--- src/rtl/nn_fixed_pkg.sv ---
// Shared fixed-point helpers for the neuron layers: word/accumulator sizing,
// the sequencer state enum and the round-and-saturate step.
package nn_fixed_pkg;

  localparam int MAX_W     = 32;
  localparam int MAX_ACC_W = 64;

  typedef enum logic [2:0] {IDLE, FETCH, DRAIN, ROUND, DONE} state_t;

  function automatic int word_width(input int int_bits, input int frc_bits);
    return int_bits + frc_bits;
  endfunction

  function automatic int acc_width(input int w, input int num_inputs);
    return 2 * w + $clog2(num_inputs + 1);
  endfunction

  // Callers sign-extend acc to MAX_ACC_W and truncate the result to their word width.
  function automatic logic signed [MAX_W-1:0] sat_round(
    input logic signed [MAX_ACC_W-1:0] acc,
    input int                          frc_bits,
    input int                          w,
    input logic                        relu
  );
    logic signed [MAX_ACC_W-1:0] one;
    logic signed [MAX_ACC_W-1:0] half;
    logic signed [MAX_ACC_W-1:0] r;
    logic signed [MAX_ACC_W-1:0] hi;
    logic signed [MAX_ACC_W-1:0] lo;
    one  = {{(MAX_ACC_W-1){1'b0}}, 1'b1};
    half = one <<< (frc_bits - 1);
    r    = (acc + half) >>> frc_bits;
    hi   = (one <<< (w - 1)) - one;
    lo   = -(one <<< (w - 1));
    if (r > hi)
      r = hi;
    else if (r < lo)
      r = lo;
    if (relu && r[MAX_ACC_W-1])
      r = '0;
    return r[MAX_W-1:0];
  endfunction

endpackage

--- src/rtl/fx_mac.sv ---
// Registered signed multiply-accumulate; add_bias folds a in at product scale
// so a bias word lines up with the 2*FRC_BITS fractional point of the products.
module fx_mac
  import nn_fixed_pkg::*;
#(
  parameter int W        = 12,
  parameter int FRC_BITS = 7,
  parameter int ACC_W    = 34
) (
  input  logic                    clk,
  input  logic                    rst,
  input  logic                    clr,
  input  logic                    en,
  input  logic                    add_bias,
  input  logic signed [W-1:0]     a,
  input  logic signed [W-1:0]     b,
  output logic signed [ACC_W-1:0] acc
);

  localparam int PW = 2 * W;

  logic signed [PW-1:0]    prod;
  logic signed [ACC_W-1:0] prod_ext;
  logic signed [ACC_W-1:0] bias_ext;
  logic signed [ACC_W-1:0] addend;

  assign prod     = PW'(a) * PW'(b);
  assign prod_ext = ACC_W'(prod);
  assign bias_ext = ACC_W'(a) <<< FRC_BITS;
  assign addend   = add_bias ? bias_ext : prod_ext;

  always_ff @(posedge clk or posedge rst) begin
    if (rst)
      acc <= '0;
    else if (clr)
      acc <= '0;
    else if (en)
      acc <= acc + addend;
  end

endmodule

--- src/rtl/neuron_weight_reader.sv ---
// One output neuron: walks its weight ROM and the activation buffer in lockstep,
// accumulates the dot product plus bias, then hands back a rounded, saturated word.
module neuron_weight_reader
  import nn_fixed_pkg::*;
#(
  parameter int  INT_BITS   = 5,
  parameter int  FRC_BITS   = 7,
  parameter int  NUM_INPUTS = 784,
  parameter int  RELU       = 0,
  localparam int W          = word_width(INT_BITS, FRC_BITS),
  localparam int ACC_W      = acc_width(W, NUM_INPUTS)
) (
  input  logic                clk,
  input  logic                rst,
  input  logic                start,
  output logic                busy,
  output logic [9:0]          rd_addr,
  input  logic signed [W-1:0] w_data,
  input  logic signed [W-1:0] x_data,
  output logic signed [W-1:0] res_data,
  output logic                res_valid,
  input  logic                res_ready
);

  localparam logic [9:0] BIAS_ADDR = 10'(NUM_INPUTS);

  state_t                  state;
  state_t                  next_state;
  logic [9:0]              addr_next;
  logic                    mac_clr;
  logic                    load_res;
  logic                    tap_valid;
  logic                    tap_bias;
  logic signed [ACC_W-1:0] acc;

  always_comb begin
    next_state = state;
    addr_next  = rd_addr;
    mac_clr    = 1'b0;
    load_res   = 1'b0;
    case (state)
      IDLE: begin
        if (start) begin
          next_state = FETCH;
          addr_next  = '0;
          mac_clr    = 1'b1;
        end
      end
      FETCH: begin
        if (rd_addr == BIAS_ADDR) begin
          next_state = DRAIN;
          addr_next  = '0;
        end else begin
          addr_next = rd_addr + 10'd1;
        end
      end
      DRAIN: next_state = ROUND;
      ROUND: begin
        next_state = DONE;
        load_res   = 1'b1;
      end
      DONE: begin
        if (res_ready)
          next_state = IDLE;
      end
      default: next_state = IDLE;
    endcase
  end

  // Tap flags trail the address by one cycle to line up with the ROM/buffer read latency.
  always_ff @(posedge clk or posedge rst) begin
    if (rst) begin
      state     <= IDLE;
      rd_addr   <= '0;
      tap_valid <= 1'b0;
      tap_bias  <= 1'b0;
      res_data  <= '0;
      res_valid <= 1'b0;
    end else begin
      state     <= next_state;
      rd_addr   <= addr_next;
      tap_valid <= (state == FETCH);
      tap_bias  <= (state == FETCH) && (rd_addr == BIAS_ADDR);
      if (load_res) begin
        res_data  <= W'(sat_round(MAX_ACC_W'(acc), FRC_BITS, W, RELU != 0));
        res_valid <= 1'b1;
      end else if (state == DONE && res_ready) begin
        res_valid <= 1'b0;
      end
    end
  end

  assign busy = (state != IDLE);

  fx_mac #(
    .W        (W),
    .FRC_BITS (FRC_BITS),
    .ACC_W    (ACC_W)
  ) u_mac (
    .clk      (clk),
    .rst      (rst),
    .clr      (mac_clr),
    .en       (tap_valid),
    .add_bias (tap_bias),
    .a        (w_data),
    .b        (x_data),
    .acc      (acc)
  );

endmodule
--- config.mk ---
export PLATFORM = sky130hd
export DESIGN_NAME = neuron_weight_reader
export DESIGN_NICKNAME = d
export VERILOG_FILES = /design/src/rtl/nn_fixed_pkg.sv /design/src/rtl/fx_mac.sv /design/src/rtl/neuron_weight_reader.sv
export SDC_FILE = /design/constraint.sdc
export NUM_CORES = 1
export LEC_CHECK = 0
export BUFFER_PORTS_ARGS = -buffer_cell sky130_fd_sc_hd__buf_4
export CAP_MARGIN = 15
export CORE_UTILIZATION = 61
export CTS_BUF_LIST = sky130_fd_sc_hd__clkbuf_4 sky130_fd_sc_hd__clkbuf_8
export DETAILED_ROUTE_END_ITERATION = 10
export GPL_TIMING_DRIVEN = 0
export PLACE_DENSITY_LB_ADDON = 0.05
export SLEW_MARGIN = 20
export SYNTH_ARGS = -nofsm -noshare
export SYNTH_HDL_FRONTEND = slang
export SYNTH_SLANG_ARGS = --single-unit
--- constraint.sdc ---
create_clock -name clk -period 8.35 [get_ports clk]
set_clock_uncertainty 0.2 [all_clocks]
set_input_delay 0.835 -clock clk [delete_from_list [all_inputs] [get_ports clk]]
set_output_delay 0.835 -clock clk [all_outputs]
set_load 0.1 [all_outputs]
# Word-level counts from Yosys, hierarchy flattened
# Index checks and enable logic that the tools add are counted.
totals:
  reg_bits: 62
  latchBits: 0
  ramBits: 0
  mem_bits_ro: 0
  input_bits: 28
  out_inout_bits: 24
  wordCells: 47
  memories: 0
classes:
  add_sub_neg: 3
  mul: 1
  div: 0
  n_lt_le_gt_ge: 2
  n_eq_ne: 8
  shifts: 0
  mux: 17
  bitwise: 0
  reduce_logical: 9
op_table:
  columns: ["operator", "n"]
  rows:
  - ["$mux 34", 3]
  - ["$add 34x8->35 const B", 1]
  - ["$add 34x34->34", 1]
  - ["$gt 28x12->1 const B", 1]
  - ["$lt 28x12->1 const B", 1]
  - ["$mul 12x12->24", 1]
  - ["$mux 12", 2]
  - ["$mux 10", 2]
  - ["$pmux 10 s2", 1]
  - ["$pmux 3 s5", 1]
  - ["$add 10x1->10 const B", 1]
  - ["$eq 10x10->1 const B", 1]
  - ["$mux 3", 3]
  - ["$eq 3x2->1 const B", 2]
  - ["$reduce_bool 2->1", 3]
  - ["$mux 1", 5]
  - ["$ne 2x2->1 const B", 2]
  - ["$eq 3x1->1 const B", 1]
  - ["$eq 3x3->1 const B", 1]
  - ["$logic_not 3->1", 1]
  - ["$reduce_and 3->1", 1]
  - ["$reduce_bool 3->1", 1]
  - ["$logic_and 1x1->1", 2]
  - ["$ne 2x1->1 const B", 1]
  - ["$reduce_and 2->1", 1]

# Longest topological paths before layout
# Gate-level depths: netlist of the first run.
depth:
  word_depth: 5
  mapped_depth: 33
  ltp_nobuf: 32

# By module
# From an unflattened synthesis of the first run, not the netlist that was laid out.
unflattened:
  hier_cells: 1258
  area_unflattened_um2: 10717.8
modules_own_cells:
  columns: ["module", "instances", "cells_per_inst", "area_per_inst_um2", "seq_area_each_um2"]
  rows:
  - ["fx_mac", 1, 1007, 8653.3, 850.8]
  - ["neuron_weight_reader", 1, 251, 2064.5, 700.7]

# Worst setup path before layout of the first run
# OpenSTA, ideal clock, no wires.
synth_timing:
  path_type: "input port to flip-flop"
  from: "input port x_data[0]"
  to: "register u_mac.acc[32]"
  setup_ns: 0.132
  arrival_ns: 8.111
  required_ns: 8.018
  setup_slack_ns: -0.093
  cell_stages: 29
  path_buffers: 1
  path_cell_list: "clkbuf_1 -> and2_1 -> fa_1 -> ha_1 -> inv_1 -> fa_1 -> inv_1 -> fa_1 -> inv_1 -> fa_1 -> inv_1 -> ha_1 -> and2_1 -> a22oi_1 -> nand2_1 -> a211o_1 -> nand3_1 -> nor3b_1 -> ha_1 -> a21o_1 -> a21o_1 -> a21o_1 -> a21o_1 -> a21o_1 -> a21o_1 -> a221oi_1 -> xnor2_1 -> mux2i_1 -> nor2_1"
synth_via:
  elab_chain_len: 5
synth_rtl:
  columns: ["item", "line", "text"]
  rows:
  - ["start: declaration", "neuron_weight_reader.sv:19", "input logic signed [W-1:0] x_data,"]
  - ["$mul 12x12->24", "fx_mac.sv:27", "assign prod = PW'(a) * PW'(b);"]
  - ["$mux 34", "fx_mac.sv:30", "assign addend = add_bias ? bias_ext : prod_ext;"]
  - ["$add 34x34->34", "fx_mac.sv:38", "acc <= acc + addend;"]
  - ["$mux 34", "fx_mac.sv:37", "else if (en)"]
  - ["$mux 34", "fx_mac.sv:35", "else if (clr)"]
  - ["end signal: assignment", "fx_mac.sv:38", null]
  - ["end: declaration", "fx_mac.sv:17", "output logic signed [ACC_W-1:0] acc"]
# No other way between the ends. The select of a mux whose other input is x is not followed.
# A chain may end at the register's enable or synchronous reset.

# Final worst setup path of the first run
layout_timing:
  from: "input port x_data[2]"
  to: "register u_mac.acc[31]"
# Same word-level chain as after synthesis.

==> results of run 1 <==
-- path summary, 6_finish.rpt --
check | slack (ps) | cells past startpoint | start | to
worst min-delay path | 230 | 2 | rst | res_valid
min in group clk | 310 | 1 | rd_addr[9] | rd_addr[9]
worst max register to register | 3820 | 15 | tap_bias | u_mac.acc[32]
max in group asynchronous | 7200 | 3 | rst | u_mac.acc[12]
worst max-delay path | 380 | 30 | x_data[2] | u_mac.acc[31]
worst min register to register | 310 | 1 | rd_addr[9] | rd_addr[9]
-- repair_timing --
action,CTS,global route
resized for setup,3,20
setup endpoints to repair,8,10
pin swaps,1,0
setup buffers,2,0
cloned,0,0
-- logic make-up (layout without fill, tap and decap cells) --
| family | count (synthesis) | in the layout | share of synthesized area |
|---|---|---|---|
| xor gates and xnor gates | 63 | 63 | 0.0526 |
| buffers and inverters | 256 | 309 | 0.0931 |
| DFF | 62 | 62 | 0.148 |
| AOI/OAI and AO/OA | 199 | 199 | 0.125 |
| muxes | 25 | 25 | 0.0238 |
| and+or+nand+nor | 415 | 415 | 0.189 |
| adders and majority gates | 226 | 226 | 0.369 |
-- layout by cell type, fill, tap and decap left out, drive strengths merged, types with 8 or more instances in the layout --
cell	count
mux2i	25
ha	87
nor2b	11
nand2b	11
a21oi	50
fa	139
xnor2	43
xor2	20
a31oi	13
nor2	95
and3	11
nor3	20
nand3	27
a211oi	10
nor4	8
dfrtp	62
and2	50
nand2	148
o31ai	8
a221o	12
clkbuf	38
a21o	22
nand4	8
o21ai	49
buf	61
inv	204
-- metal layers --
| layer | global-route usage | part of all wire | vias to the layer above |
|---|---|---|---|
| met5 | 0 | 0 | - |
| met1 | 0.395 | 0.45 | 4275 |
| li1 | - | - | 4150 |
| met4 | 0.0619 | 0.016 | 0 |
| met3 | 0.0533 | 0.052 | 29 |
| met2 | 0.466 | 0.48 | 183 |
-- metrics by stage --
stage | hold slack, ps | util | worst slack (ps) | instance area, um^2 | TNS (ps)
after floorplan | 287 | - | 284 | 10500 | 0
final | 233 | 0.685 | 384 | 11400 | 0
after global placement | 294 | 0.668 | -850 | 11200 | -4450
after CTS | 226 | 0.683 | 19.5 | 11400 | 0
after global routing | 229 | 0.685 | 11.6 | 11400 | 0
after detailed placement | 298 | 0.670 | -918 | 11200 | -5090
-- state kept, by name, summed over array words and instances, names as in the netlist --
register and flops:
u_mac.acc 34, res_data 12, rd_addr 10, state 3, res_valid 1, tap_bias 1, tap_valid 1
-- worst reg2reg max path: cells and delay by family, from the launching register on --
kind | cells | cell delay (ps)
AOI/OAI and AO/OA | 7 | 1970
xor gates and xnor gates | 1 | 120
adders and majority gates | 2 | 630
buffers and inverters | 2 | 690
DFF | 1 | 320
muxes | 1 | 140
and+or+nand+nor | 2 | 320
-- cell type report --
cell class                      instances  area, um^2  area share
Inverter                              206         779      0.0681
Buffer                                 33         146      0.0128
Timing Repair Buffer                   54         425      0.0372
Multi-Input combinational cell        928        8040       0.703
Clock inverter                          4        70.1     0.00612
Sequential cell                        62        1550       0.136
Tap cell                              220         275      0.0241
Clock buffer                           12         153      0.0133
==> reports/summary.txt, run 1 <==
starting density of the core: 0.629
clk root buf: clkbuf_8
Die H: 133 um
Post-Layout Cell Count: 1519
ant diodes: 0
Skew-Pair Late Insertion Delay: 340 ps
post-synthesis sequential area ratio: 0.148
Synth top area share: 0.265
post-route ant nets: 0
most common flop cell mapped by yosys: dfrtp_1
# rows: 47
total number of vias: 8637
Min-Delay Path Class: in2async
Mapped Area: 10500 um^2
Worst-Margin Slew: 879 ps
1st-pass router iterations: 5
Iteration-0 DRC Markers: 439
DP HPWL: 19700 um
maximum root-to-sink buffer count: 2
crit path time final: 7970 ps
Via-to-Cell Ratio: 5.69
largest net degree at the start of global routing: 44
yosys warns: 0
CTS buffer count: 9
final setup fails: 0
core footprint: 16700 um^2
fillers: 1474
EDFF count, synth: 0
Max-cap violations: 0
Die ar.: 17700 um^2
final net count: 1548
asr flop ratio synth: 1.00
Slew HR: 0.410
gr usage total: 0.284
CTS Hold Bufs: 0
first-pass GRT wire length: 40400 um
area delta synth->final: 8.99%
routed length per instance: 15.4 um
TritonCTS clock tree: yes
slowest CP cell: fa_1
Required @ worst endpoint: 8380 ps
# DRC: 0
most frequent CP cell: fa_1
status: finished, final reports clean
Clock transition at path regs: 70 ps
worst-path maximum fanout: 10
initial antenna violation count: 0
number of clock sinks: 62
fmax: 0.126 GHz
unique cell type count in the Yosys netlist: 63
share of cells above drive strength 1: 0.0778
Data arrival, critical path: 8000 ps
unrepaired setup endpoints after global routing: false
Tcrit/Tclk final: 0.954
Synth Area per Inst: 8.43 um^2
Yosys top cell by area: fa_1
syn_nets: 1500
routability cong.: 0.901
top cell family by delay on the critical path: adder cells
Synth Register Bits: 62
commonest cells in the netlist: inv_1, nand2_1, fa_1
drt total wl: 23400 um
Buf/Inv on CP: 5
CP Launch Type: primary input
critical path's largest stage delay: 560 ps
IO Port Bufs: 51
CP Capture Type: flop
number of global-route vias before repair: 8511
number of cells produced by synthesis: 1246
DIE WIDTH: 133 um
Placed Instances: 1518
Slew Limit Fails: 0
WS Path Type: in2reg
H-tree depth: 3
Final Hold Vio Count: 0
total I/O pin count: 52
total gr overflow: 0
synth top area cells: fa_1, dfrtp_1, ha_1
most frequent cell after synthesis: inv_1
Power of run 1 is left out: the tool's default activity adds up to more than one toggle a clock period on the data nets, which glitch-free logic cannot reach.
==> run 2, diff against run 1 <==
--- a/config.mk
+++ b/config.mk
@@ -7,10 +7,12 @@
 export LEC_CHECK = 0
 export BUFFER_PORTS_ARGS = -buffer_cell sky130_fd_sc_hd__buf_4
 export CAP_MARGIN = 15
+export CORE_ASPECT_RATIO = 1.4
 export CORE_UTILIZATION = 61
 export CTS_BUF_LIST = sky130_fd_sc_hd__clkbuf_4 sky130_fd_sc_hd__clkbuf_8
 export DETAILED_ROUTE_END_ITERATION = 10
 export GPL_TIMING_DRIVEN = 0
+export MAX_ROUTING_LAYER = met4
 export PLACE_DENSITY_LB_ADDON = 0.05
 export SLEW_MARGIN = 20
 export SYNTH_ARGS = -nofsm -noshare
==> run 2 against run 1 <==
Compared with the run above: first-iteration DRC count is 4.1% higher; critical path depth stayed put; non-clock buffer count is 4 higher; global-route usage is 1.4 points higher; core utilization is 0.40 points lower; via count is 0.58% lower; cell count is 0.86% lower; die area hardly changed; wire length is 3.1% higher; design area hardly changed.
==> reports/summary.txt, run 2 (synthesis gave the netlist of run 1 again) <==
DP HPWL: 20500 um (was 19700 um)
max reg flops: 34 (unchanged)
post-route ant nets: 0 (unchanged)
total I/O pin count: 52 (unchanged)
first-pass GRT wire length: 40500 um (was 40400 um)
most common cell after layout, fill and taps aside: inv_1 (unchanged)
total gr overflow: 0 (unchanged)
Slew Limit Fails: 0 (unchanged)
crit path time final: 7970 ps (about the same)
Regs by FF count: u_mac.acc x34, res_data x12, rd_addr x10 (unchanged)
initial antenna violation count: 0 (unchanged)
fmax: 0.125 GHz (was 0.126 GHz)
largest net degree at the start of global routing: 53 (was 44)
CTS Hold Bufs: 0 (unchanged)
Clock transition at path regs: 70 ps (about the same)
met1 WL: 9560 um (was 10500 um)
1st-pass router iterations: 5 (unchanged)
CP Capture Type: flop (unchanged)
worst-path maximum fanout: 10 (unchanged)
IO Port Bufs: 51 (unchanged)
Required @ worst endpoint: 8380 ps (about the same)
Skew-Pair Late Insertion Delay: 350 ps (was 340 ps)
Die H: 157 um (was 133 um)
Data arrival, critical path: 8000 ps (about the same)
H-tree depth: 3 (unchanged)
Tcrit/Tclk final: 0.954 (about the same)
Top reg by flops: u_mac.acc (unchanged)
ant diodes: 0 (unchanged)
Final Hold Vio Count: 0 (unchanged)
number of clock sinks: 62 (unchanged)
Min-Delay Path Class: in2async (unchanged)
CTS buffer count: 9 (unchanged)
met3 wire len: 645 um (was 1210 um)
routed length per instance: 16.0 um (was 15.4 um)
final setup fails: 0 (unchanged)
status: finished, final reports clean (unchanged)
most frequent CP cell: fa_1 (unchanged)
Worst-Margin Slew: 872 ps (was 879 ps)
CP Launch Type: primary input (unchanged)
clk root buf: clkbuf_8 (unchanged)
gr usage total: 0.299 (was 0.284)
slowest CP cell: fa_1 (unchanged)
starting density of the core: 0.624 (was 0.629)
Slew HR: 0.414 (was 0.410)
fillers: 1451 (was 1474)
Max-cap violations: 0 (unchanged)
commonest cells after routing, fill and taps aside: inv_1, nand2_1, fa_1 (unchanged)
Via-to-Cell Ratio: 5.70 (was 5.69)
critical path's largest stage delay: 550 ps (was 560 ps)
highest metal used: met4 (unchanged)
final core utilization: 0.681 (was 0.685)
drt total wl: 24100 um (was 23400 um)
share of cells above drive strength 1: 0.0844 (was 0.0778)
# DRC: 0 (unchanged)
Die ar.: 17700 um^2 (about the same)
final net count: 1552 (was 1548)
WS Path Type: in2reg (unchanged)
TritonCTS clock tree: yes (unchanged)
Iteration-0 DRC Markers: 457 (was 439)
number of global-route vias before repair: 8679 (was 8511)
area delta synth->final: 9.09% (was 8.99%)
metal2 WL: 12900 um (was 11300 um)
DIE WIDTH: 113 um (was 133 um)
routability cong.: 0.954 (was 0.901)
# rows: 56 (was 47)
total number of vias: 8587 (was 8637)
core footprint: 16800 um^2 (was 16700 um^2)
maximum root-to-sink buffer count: 2 (unchanged)
run 2: cell types whose count changed in the layout (fill, tap and decap cells not counted), moves of 2 or more:
cell | before | now
buf_4 | 53 | 56
clkbuf_4 | 2 | 4
nor2_2 | 1 | 3
clkinv_4 | 0 | 2
nor2_1 | 94 | 92
run 2: area by class of cell:
cell class | count | area, um^2 | share of cell area
sequential | 62 | 1550 | 0.135
timing repair buffer | 57 | 448 | 0.0391
buffer | 34 | 158 | 0.0138
tap | 203 | 254 | 0.0222
inverter | 206 | 777 | 0.0678
multi-input combinational | 928 | 8070 | 0.704
clock buffer | 11 | 139 | 0.0121
clock inverter | 5 | 60.1 | 0.00524
run 2: per-layer routing:
layer  global-route usage  vias up
met5                    -        -
met4                0.138        0
met3               0.0258       49
met2                0.550      177
met1                0.327     4200
li1                     -     4161
run 2: metrics by stage:
stage               instance area, um^2  hold slack (ps)  setup slack, ps  TNS (ps)  instances
finish                            11500              190              380         0       1506
global route                      11500              195            -3.64     -3.64       1506
CTS                               11400              182             12.6         0       1506
detailed placement                11200              305            -1150     -7330       1501
global placement                  11100              298            -1090     -6900       1500
floorplan                         10500              287              284         0       1246
run 2: critical path, delay by kind of cell:
kind                       cells  cell delay, ps
AOI/OAI and AO/OA             10            2440
xor gates and xnor gates       1             150
adders and majority gates      7            3090
buffers and inverters          5             460
muxes                          1             220
and+or+nand+nor                6             780
run 2: path summary, 6_finish.rpt:
| path | start | slack [ps] | cells after the start | endpoint |
|---|---|---|---|---|
| max | x_data[2] | 380 | 30 | u_mac.acc[31] |
| max reg2reg | tap_bias | 3660 | 15 | u_mac.acc[30] |
| max in group asynchronous | rst | 7250 | 3 | u_mac.acc[24] |
| min reg2reg | res_data[5] | 320 | 1 | res_data[5] |
| min | rst | 190 | 2 | rd_addr[5] |
| min in group clk | res_data[5] | 320 | 1 | res_data[5] |
run 2: what timing repair did:
item                       4_1_cts  5_1_grt
pin swaps                        1        1
setup endpoints to repair       10       10
gates resized for setup         11       20
buffers inserted                 4        1
Power of run 2 is left out for the same reason.
==> run 3, diff against run 2 <==
==> constraint.sdc (replaced) <==
create_clock -name clk -period 8.45 [get_ports clk]
set_clock_uncertainty 0.2 [all_clocks]
set_input_delay 0.845 -clock clk [delete_from_list [all_inputs] [get_ports clk]]
set_output_delay 0.845 -clock clk [all_outputs]
set_load 0.1 [all_outputs]
==> run 3 against run 2 <==
Compared with the run above: wire length is 0.15% lower; non-clock buffer count is 3 lower; highest routed layer unchanged; worst setup slack better by 75 ps; critical path depth is 2 lower.
==> reports/summary.txt, run 3 (synthesis gave the netlist of run 1 again) <==
maximum root-to-sink buffer count: 2 (unchanged)
Iteration-0 DRC Markers: 442 (was 457)
routed length per instance: 16.0 um (about the same)
unrepaired setup endpoints after global routing: false
critical path's largest stage delay: 600 ps (was 550 ps)
top cell family by delay on the critical path: adder cells (unchanged)
Data arrival, critical path: 7990 ps (was 8000 ps)
# DRC: 0 (unchanged)
largest net degree at the start of global routing: 53 (unchanged)
Tcrit/Tclk final: 0.946
CP Launch Point: x_data[1] (was x_data[2])
initial antenna violation count: 0 (unchanged)
final net count: 1549 (was 1552)
slowest CP cell: o31ai_1 (was fa_1)
Min-Delay Path Class: in2async (unchanged)
most common cell after layout, fill and taps aside: inv_1 (unchanged)
fmax: 0.125 GHz
Final Hold Vio Count: 0 (unchanged)
Via-to-Cell Ratio: 5.71 (was 5.70)
CTS Hold Bufs: 0 (unchanged)
CTS buffer count: 9 (unchanged)
fin worst setup slack: 456 ps (was 380 ps)
total gr overflow: 0 (unchanged)
DIE WIDTH: 113 um (unchanged)
TritonCTS clock tree: yes (unchanged)
routability cong.: 0.954 (unchanged)
area delta synth->final: 8.66% (was 9.09%)
total number of vias: 8587 (unchanged)
Buf/Inv on CP: 6 (was 5)
# rows: 56 (unchanged)
Die ar.: 17700 um^2 (unchanged)
IO Port Bufs: 51 (unchanged)
number of global-route vias before repair: 8686 (was 8679)
gr usage total: 0.299 (about the same)
starting density of the core: 0.624 (unchanged)
worst-path maximum fanout: 10 (unchanged)
fillers: 1462 (was 1451)
WS Path Type: in2reg (unchanged)
Max-cap violations: 0 (unchanged)
drt total wl: 24100 um (about the same)
CP Capture Type: flop (unchanged)
Clock transition at path regs: 70 ps (about the same)
CP Launch Type: primary input (unchanged)
share of cells above drive strength 1: 0.0800 (was 0.0844)
1st-pass router iterations: 5 (unchanged)
Slew HR: 0.417 (was 0.414)
ant diodes: 0 (unchanged)
most frequent CP cell: a21oi_1 (was fa_1)
crit path time final: 7990 ps
Slew Limit Fails: 0 (unchanged)
first-pass GRT wire length: 40600 um (was 40500 um)
number of clock sinks: 62 (unchanged)
Top reg by flops: u_mac.acc (unchanged)
core footprint: 16800 um^2 (unchanged)
Worst-Margin Slew: 868 ps (was 872 ps)
Regs by FF count: u_mac.acc x34, res_data x12, rd_addr x10 (unchanged)
Die H: 157 um (unchanged)
Critical R2R Launch: tap_bias (unchanged)
post-route ant nets: 0 (unchanged)
status: finished, final reports clean (unchanged)
total I/O pin count: 52 (unchanged)
DP HPWL: 20500 um (unchanged)
H-tree depth: 3 (unchanged)
Skew-Pair Late Insertion Delay: 350 ps (about the same)
commonest cells after routing, fill and taps aside: inv_1, nand2_1, fa_1 (unchanged)
max reg flops: 34 (unchanged)
pre-CTS WS: -1060 ps (was -1150 ps)
final setup fails: 0 (unchanged)
clk root buf: clkbuf_8 (unchanged)
Required @ worst endpoint: 8450 ps (was 8380 ps)
==> run 3: cell types whose count changed in the layout (fill, tap and decap cells not counted) <==
cell and delta:
clkbuf_2 -1, a31oi_2 +1, buf_2 +1, a31oi_4 -1
a221oi_1 +1, o31ai_2 -1, a221oi_2 -1, o31ai_1 +1
clkbuf_4 -2, nor2_2 -1, nor2_1 +1, buf_4 -1
==> run 3: final timing paths <==
kind                       slack [ps]  cells after the start             to
max in group asynchronous        7340                      3  u_mac.acc[24]
setup reg to reg                 3720                     15  u_mac.acc[30]
setup / recovery                  460                     28  u_mac.acc[30]
hold reg to reg                   320                      1    res_data[1]
min in group clk                  320                      1    res_data[1]
hold / removal                    200                      2     rd_addr[5]
==> run 3: cell type report <==
type / instances / area (um^2) / share of cell area
multi-input combinational: 928 / 8040 / 0.705
sequential: 62 / 1550 / 0.136
inverter: 206 / 777 / 0.0681
timing repair buffer: 56 / 440 / 0.0386
tap: 203 / 254 / 0.0223
buffer: 32 / 143 / 0.0125
clock buffer: 11 / 139 / 0.0122
clock inverter: 5 / 60.1 / 0.00526
==> run 3: metrics by stage <==
step	cell area (um^2)	setup TNS, ps	cells	hold slack, ps	util
3_3_place_gp	11100	-5870	1500	298	0.663
5_1_grt	11400	0	1503	205	0.678
2_1_floorplan	10500	0	1246	287	-
6_report	11400	0	1503	200	0.678
3_5_place_dp	11200	-6250	1501	305	0.664
4_1_cts	11400	0	1513	192	0.677
==> run 3: routing by layer <==
| metal | GRT usage | share of wire | vias to the layer above |
|---|---|---|---|
| li1 | - | - | 4160 |
| met1 | 0.329 | 0.39 | 4185 |
| met2 | 0.555 | 0.54 | 190 |
| met3 | 0.0231 | 0.030 | 52 |
| met4 | 0.132 | 0.042 | 0 |
| met5 | - | 0 | - |
==> run 3: worst register-to-register path, delay by kind of cell (launching register included) <==
family / cells / cell delay (ps)
AO/OA/AOI/OAI: 9 / 2160
buffers and inverters: 2 / 820
adder cells (fa/ha/maj): 2 / 630
flip-flops: 1 / 320
AND/OR/NAND/NOR: 1 / 280
XOR/XNOR: 1 / 170
==> run 3: repair_timing <==
action	4_1_cts	5_1_grt
endpoints found under the setup margin	9	10
buffers inserted	4	0
pin swaps	1	0
gates resized for setup	6	21
hold endpoints to repair	0	0
Power of run 3 is left out for the same reason.
